**config.mk**
```make
export PLATFORM = sky130hd
export DESIGN_NAME = wide_add_seq
export DESIGN_NICKNAME = d
export VERILOG_FILES = /design/src/rtl/wide_add_pkg.sv /design/src/rtl/cla_slice.sv /design/src/rtl/wide_add_seq.sv
export SDC_FILE = /design/constraint.sdc
export NUM_CORES = 2
export LEC_CHECK = 0
export BUFFER_PORTS_ARGS = -buffer_cell sky130_fd_sc_hd__clkbuf_2
export CORE_AREA = 4 4 298 300
export DETAILED_ROUTE_END_ITERATION = 8
export DIE_AREA = 0 0 302 304
export HOLD_SLACK_MARGIN = 0.15
export SLEW_MARGIN = 25
export SYNTH_ARGS = -nofsm -noshare
export SYNTH_HDL_FRONTEND = slang
export SYNTH_SLANG_ARGS = --single-unit
export TNS_END_PERCENT = 1
```
**constraint.sdc**
```tcl
create_clock -name clk -period 4.6 [get_ports clk]
set_input_delay 0.69 -clock clk [delete_from_list [all_inputs] [get_ports clk]]
set_output_delay 0.69 -clock clk [all_outputs]
set_load 0.01 [all_outputs]
```
**src/rtl/wide_add_pkg.sv**
```systemverilog
// Shared types and constants for the sequential wide adder (wide_add_seq).
package wide_add_pkg;

  typedef enum logic [1:0] {
    IDLE = 2'd0,
    RUN  = 2'd1,
    DONE = 2'd2
  } state_t;

  function automatic int slice_count(input int w, input int n);
    return w / n;
  endfunction

endpackage

```
**src/rtl/cla_slice.sv**
```systemverilog
// Combinational N-bit carry look-ahead adder with carry-in and carry-out.
module cla_slice #(
  parameter int N = 32
) (
  input  logic [N-1:0] x,
  input  logic [N-1:0] y,
  input  logic         cin,
  output logic [N-1:0] s,
  output logic         cout
);

  logic [N-1:0] g;
  logic [N-1:0] p;
  logic [N:0]   c;
  logic         pr;

  assign g = x & y;
  assign p = x ^ y;

  // Each carry is a flat sum of products over lower generate/propagate terms.
  always_comb begin
    c    = '0;
    pr   = 1'b1;
    c[0] = cin;
    for (int i = 0; i < N; i++) begin
      pr = 1'b1;
      for (int j = i; j >= 0; j--) begin
        c[i+1] = c[i+1] | (pr & g[j]);
        pr     = pr & p[j];
      end
      c[i+1] = c[i+1] | (pr & cin);
    end
  end

  assign s    = p ^ c[N-1:0];
  assign cout = c[N];

endmodule

```
**src/rtl/wide_add_seq.sv**
```systemverilog
// Sequential W-bit adder: one N-bit CLA slice reused over W/N cycles.
// Optional subtract mode (port sub) is enabled by defining WIDE_ADD_SEQ_SUB_EN.
module wide_add_seq
  import wide_add_pkg::*;
#(
  parameter int W = 256,
  parameter int N = 32
) (
  input  logic         clk,
  input  logic         rst,
  // Handshakes: a transfer happens on a rising edge where valid and ready are both 1.
  input  logic         in_valid,
  output logic         in_ready,
  input  logic [W-1:0] a,
  input  logic [W-1:0] b,
`ifdef WIDE_ADD_SEQ_SUB_EN
  input  logic         sub,
`endif
  output logic         out_valid,
  input  logic         out_ready,
  output logic [W:0]   sum,
  output logic         busy,
  output state_t       state
);

  localparam int SLICES = slice_count(W, N);
  localparam int KW     = (SLICES > 1) ? $clog2(SLICES) : 1;

  state_t         state_next;
  logic [W-1:0]   a_q;
  logic [W-1:0]   b_q;
  logic [KW-1:0]  k;
  logic           carry;
  logic           accept;
  logic           last;
  logic           sub_in;
  logic [N-1:0]   op_a;
  logic [N-1:0]   op_b;
  logic [N-1:0]   slice_sum;
  logic           slice_cout;

`ifdef WIDE_ADD_SEQ_SUB_EN
  assign sub_in = sub;
`else
  assign sub_in = 1'b0;
`endif

  assign accept = in_valid && (state == IDLE);
  assign last   = (k == KW'(SLICES - 1));
  assign op_a   = a_q[int'(k)*N +: N];
  assign op_b   = b_q[int'(k)*N +: N];

  cla_slice #(.N(N)) u_cla (
    .x    (op_a),
    .y    (op_b),
    .cin  (carry),
    .s    (slice_sum),
    .cout (slice_cout)
  );

  always_ff @(posedge clk) begin
    if (rst) state <= IDLE;
    else     state <= state_next;
  end

  always_comb begin
    state_next = state;
    in_ready   = 1'b0;
    out_valid  = 1'b0;
    busy       = 1'b1;
    case (state)
      IDLE: begin
        in_ready = 1'b1;
        busy     = 1'b0;
        if (in_valid) state_next = RUN;
      end
      RUN: begin
        if (last) state_next = DONE;
      end
      DONE: begin
        out_valid = 1'b1;
        if (out_ready) state_next = IDLE;
      end
      default: state_next = IDLE;
    endcase
  end

  // Subtraction stores ~b and seeds carry=1, so the slice loop is identical.
  always_ff @(posedge clk) begin
    if (rst) begin
      a_q   <= '0;
      b_q   <= '0;
      k     <= '0;
      carry <= 1'b0;
      sum   <= '0;
    end else if (accept) begin
      a_q   <= a;
      b_q   <= sub_in ? ~b : b;
      k     <= '0;
      carry <= sub_in;
    end else if (state == RUN) begin
      sum[int'(k)*N +: N] <= slice_sum;
      carry               <= slice_cout;
      k                   <= k + 1'b1;
      if (last) begin
        sum[W] <= slice_cout;
        k      <= '0;
      end
    end
  end

endmodule

```
* Yosys cells after proc, flatten, opt, wreduce, memory -nomap -nowiden
Index checks and enable logic that the tools add are counted.
** Word-level totals
- Bits in registers :: 775
- Output and inout bits :: 262
- Word-level logic and storage cells :: 1589
** Operators by class
- $add $sub $neg :: 2
- Eq/ne operators :: 6
- Shift operators :: 4
- Mux-type cells :: 10
- Bitwise logic cells :: 1556
- Reductions and logical operators :: 5
** Operators with widths (number)
- $and A1 B1 Y1 :: 1024
- $or A1 B1 Y1 :: 528
- $shiftx A256 B9 Y32 :: 2
- $bwmux W257 :: 1
- $shift A32 B33 Y257 const A :: 1
- $shiftx A32 B33 Y257 :: 1
- $xor A32 B32 Y32 :: 2
- $neg A8 Y33 :: 1
- $and A32 B32 Y32 :: 1
- $mux W2 :: 3
- $ne A2 B2 Y1 const B :: 3
- $pmux W2 S3 :: 1
- $mux W1 :: 4
- $add A3 B1 Y3 const B :: 1
- $eq A3 B3 Y1 const B :: 1
- $mux W3 :: 1
- $reduce_and A3 Y1 :: 1
- $eq A2 B1 Y1 const B :: 1
- $eq A2 B2 Y1 const B :: 1
- $logic_not A2 Y1 :: 1
- $reduce_and A2 Y1 :: 1
- $reduce_or A2 Y1 :: 1
- $logic_and A1 B1 Y1 :: 1
- $not A1 Y1 :: 1

* Logic depth before layout (Yosys ltp)
- Depth in word-level cells :: 38
- Mapped depth :: 16
- Mapped depth without buffers :: 13

* Modules after synthesis
A second synthesis with hierarchy kept.
** Unflattened totals
- Cells, all modules :: 3960
- Area, all modules :: 34171.5 um2
** Modules (own cells, without submodules)
- wide_add_seq :: times used 1, cells each 3705, area an instance 32369.8 um2, sequential area each 15514.9 um2
- cla_slice :: times used 1, cells each 255, area an instance 1801.7 um2, sequential area each 0.0 um2

* Worst setup path before layout
Ideal clock, no wire load.
- Path kind :: register to register
- From :: reg k[0]
- To :: reg sum[153]
- Arrival time :: 4070 ps
- Data required time :: 4452 ps
- Setup slack :: 382 ps
- Stages on the path, launching flop included :: 16
- Cell sequence :: dfxtp_1 buf_2 buf_1 buf_1 mux4_2 nand2_1 nand2_1 ha_1 clkbuf_1 and3_1 a221oi_1 o311ai_0 a21oi_1 a22oi_2 xnor2_1 a211oi_2
** On the way
- Longest elaborated chain between the ends :: 37
** RTL lines
- start, declared :: line wide_add_seq.sv:32 : logic [KW-1:0] k;
- start signal, assigned :: line wide_add_seq.sv:104 : k <= k + 1'b1;
- $shiftx A256 B9 Y32, on equally long branches :: line wide_add_seq.sv:50, wide_add_seq.sv:51
- $xor A32 B32 Y32 / $and A32 B32 Y32 (equally long branches) :: line cla_slice.sv:18, cla_slice.sv:17
- $and A1 B1 Y1, on equally long branches :: line cla_slice.sv:28, cla_slice.sv:29
- $or A1 B1 Y1 (tied with other cells) (29 in a row) :: line cla_slice.sv:28 : c[i+1] = c[i+1] | (pr & g[j]);
- $or A1 B1 Y1 / $and A1 B1 Y1 (equally long branches) :: line cla_slice.sv:28, cla_slice.sv:31
- $or A1 B1 Y1 :: line cla_slice.sv:31 : c[i+1] = c[i+1] | (pr & cin);
- $xor A32 B32 Y32 :: line cla_slice.sv:35 : assign s = p ^ c[N-1:0];
- $shiftx A32 B33 Y257 :: line wide_add_seq.sv:102 : sum[int'(k)*N +: N] <= slice_sum;
- $bwmux W257 * :: line wide_add_seq.sv:102
- end signal, assigned by index :: line wide_add_seq.sv:102
- end signal, assigned by index :: line wide_add_seq.sv:106 : sum[W] <= slice_cout;
- end, declared :: line wide_add_seq.sv:21 : output logic [W:0] sum,
Mark *: on every way between the ends. The rest lies on a longest branch, timed or not.
A chain may end at the register's enable or synchronous reset.

* Worst setup path after layout
- From :: reg k[0]
- To :: reg sum[146]
Same word-level chain as after synthesis.

==> summary.txt <==
Synth
  – FF+latch count, synth: 775
  – Yosys cell types: 82
  – Syn nets: 4,415
  – Most frequent cell after synthesis: nand2_1
  – Synth area leader: dfxtp_1
  – EDFF count, synth: 0
  – Top FF cell, synth: dfxtp_1
  – Synth async-reset ratio: 0%
  – Yosys warns: 0
  – Synth Instances: 3,858
  – Mapped Area: 32,200 µm²
  – Syn_area_per_cell: 8.34 µm²
  – Synth cell count leaders: 1,423 x nand2_1, 775 x dfxtp_1, 629 x a21oi_1, 239 x clkbuf_1, 128 x mux4_2
  – Share of the synthesized area in the top cell type: 48.2%
  – Top post-synthesis cells by area: dfxtp_1 48%, nand2_1 17%, a21oi_1 9.8%
  – Sequential area share after synthesis: 48.2%

Place
  – Port bufs: 777
  – # placed instances: 5,610
  – GP Congestion: 0.876
  – DP HPWL: 98,300 µm

Run status
  – Status: finished clean

Finish
  – Final Non-Filler Cells: 5,768
  – Area Growth Syn to Fin: 25.3%
  – Post-Route Utilization: 46.8%
  – Final #Nets: 5,097
  – Proportion of layout cells with a drive suffix above 1: 26.1%

CTS
  – Clock root cell: clkbuf_16
  – Buffer levels on the longest clock path: 3
  – TritonCTS buffer count: 83
  – CTS tree: yes
  – Cts repair resizes: 0
  – Hold_buf cts: 0
  – Clock Sinks: 775
  – H-tree levels: 3
  – Worst-path clk slew: 0.06 ns
  – Setup Buffers After CTS: 0
  – Clock latency on the worst-skew pair: 0.64 ns

Global routing
  – Congestion Overflow GR: 0
  – Initial antenna violation count: 18
  – Largest net degree at the start of global routing: 202
  – First-pass GRT wire length: 188,000 µm
  – Vias in the first global route: 28,900
  – Total Routing Usage GR: 27.1%

STA
  – Worst rel slew slack: 33.2%
  – Max Fclk: 0.226 GHz
  – Worst-Margin Slew: 1.00 ns
  – RSZ-0062 raised after global routing: yes
  – Final slew viol count: 0
  – Fin crit share: 96.3%
  – Worst hold margin: 0.274 ns
  – Setup violations, final: 0
  – Final hold viol count: 0
  – Clk_skew: 0.0279 ns
  – Fin crit period: 4.43 ns
  – Final TNS setup: 0 ns

Die
  – Site Rows: 108
  – Die span in y: 304 µm
  – Chip width: 302 µm
  – Initial Util: 37.3%
  – Die area: 91,800 µm²
  – Core Box Area: 86,200 µm²
  – Ports: 778

Critical path
  – Worst setup SP type: flop
  – CP required: 5.09 ns
  – CP endpoint kind: flop
  – Crit Path Class: reg2reg
  – Crit Path Max Fanout: 13
  – Critical path arrival: 4.92 ns

Job
  – Max Cap Viol: 0

Routing
  – Via count: 30,100
  – Wirelength per Cell: 22.5 µm
  – Vias per cell: 5.21
  – Initial DRC count: 2,515
  – Drt pass-1 iters: 5
  – Final ANT Viol Nets: 0
  – DRC: 0
  – Total wire length: 130,000 µm

Min path
  – Hold crit path type: in2reg

Pwr
  – Pwr/cell area: 397 nW/µm²
  – Leak pwr: 16.7 nW
  – Worst vdd ir: 0.000273 V
registers in the layout (all words and copies together) (netlist names):
name,count
carry,1
k,3
state,2
sum,257
b_q,256
a_q,256
placed cells by master (no fill, tap or decap), types with 24 or more instances in the layout:
cell       Yosys  routed
mux4_2       128     128
a22o_1        51      51
dfxtp_1      775     772
nor2_1       117     115
nand2_1     1423    1422
clkbuf_2       0     776
a21oi_1      629     629
nor3_1        31      31
nand3_1       39      38
ha_1          40      38
clkbuf_8       0      24
o21ai_0       78      78
buf_4          2      94
a22oi_1       25      25
clkbuf_16      0      84
metrics by stage:
stage	instance area, µm²	power (mW)	setup slack (ns)
final	40300	16.0	0.169
after global routing	40300	16.6	-0.0421
after CTS	40200	16.1	0.0714
after detailed placement	37500	9.34	0.0638
after global placement	37500	9.33	0.0797
after floorplan	32200	8.37	0.382
worst max-delay path, stage by stage, from the launching register on:
cell	delay, ns
dfxtp_4	0.55
buf_12	0.17
buf_4	0.26
mux4_2	0.59
nand2_1	0.09
nand2_1	0.11
ha_1	0.37
buf_4	0.18
nand2_1	0.13
nor4_1	0.69
a21boi_4	0.18
o21ai_0	0.30
xnor2_2	0.21
buf_4	0.25
o21a_1	0.14
nor2_1	0.03
metal layers:
metal  GRT usage, %  vias up  routed length, µm
met3           4.14      226               8130
met4           10.3       10               4920
met5              0        -                 53
met2           45.7     1084              63100
li1               -    14400                  -
met1           34.9    14300              53800
layout make-up:
class	instances	area, µm²
tap	1155	1450
clock inverter	19	268
inverter	17	63.8
fill	8721	45900
sequential	775	15500
clock buffer	127	2500
antenna	12	30.0
timing repair buffer	887	4920
multi-input combinational	2776	15600
final timing paths:
| kind | startpoint | slack [ns] | cells past startpoint | endpoint |
|---|---|---|---|---|
| max reg2reg | k[0] | 0.17 | 15 | sum[146] |
| min | a[65] | 0.27 | 3 | a_q[65] |
| max | k[0] | 0.17 | 15 | sum[146] |
| min reg2reg | b_q[96] | 0.45 | 2 | b_q[96] |
power by group:
part / internal (mW) / switching, mW / total (mW)
logic: 0.737 / 1.29 / 2.03
registers: 7.00 / 0.178 / 7.18
clock network: 3.95 / 2.87 / 6.81
logic make-up (layout without fill, tap and decap cells):
| family | count (synthesis) | in the layout | synth area share (%) |
|---|---|---|---|
| AND/OR/NAND/NOR | 1696 | 1696 | 21.0 |
| AO/OA/AOI/OAI | 884 | 884 | 15.7 |
| flip-flops | 775 | 775 | 48.2 |
| buffers and inverters | 307 | 1050 | 3.70 |
| multiplexers | 133 | 133 | 9.12 |
| adder cells (fa/ha/maj) | 41 | 41 | 1.62 |
| XOR/XNOR | 22 | 22 | 0.669 |
| other | 0 | 12 | 0 |
Power figures use the tool's default switching activity.
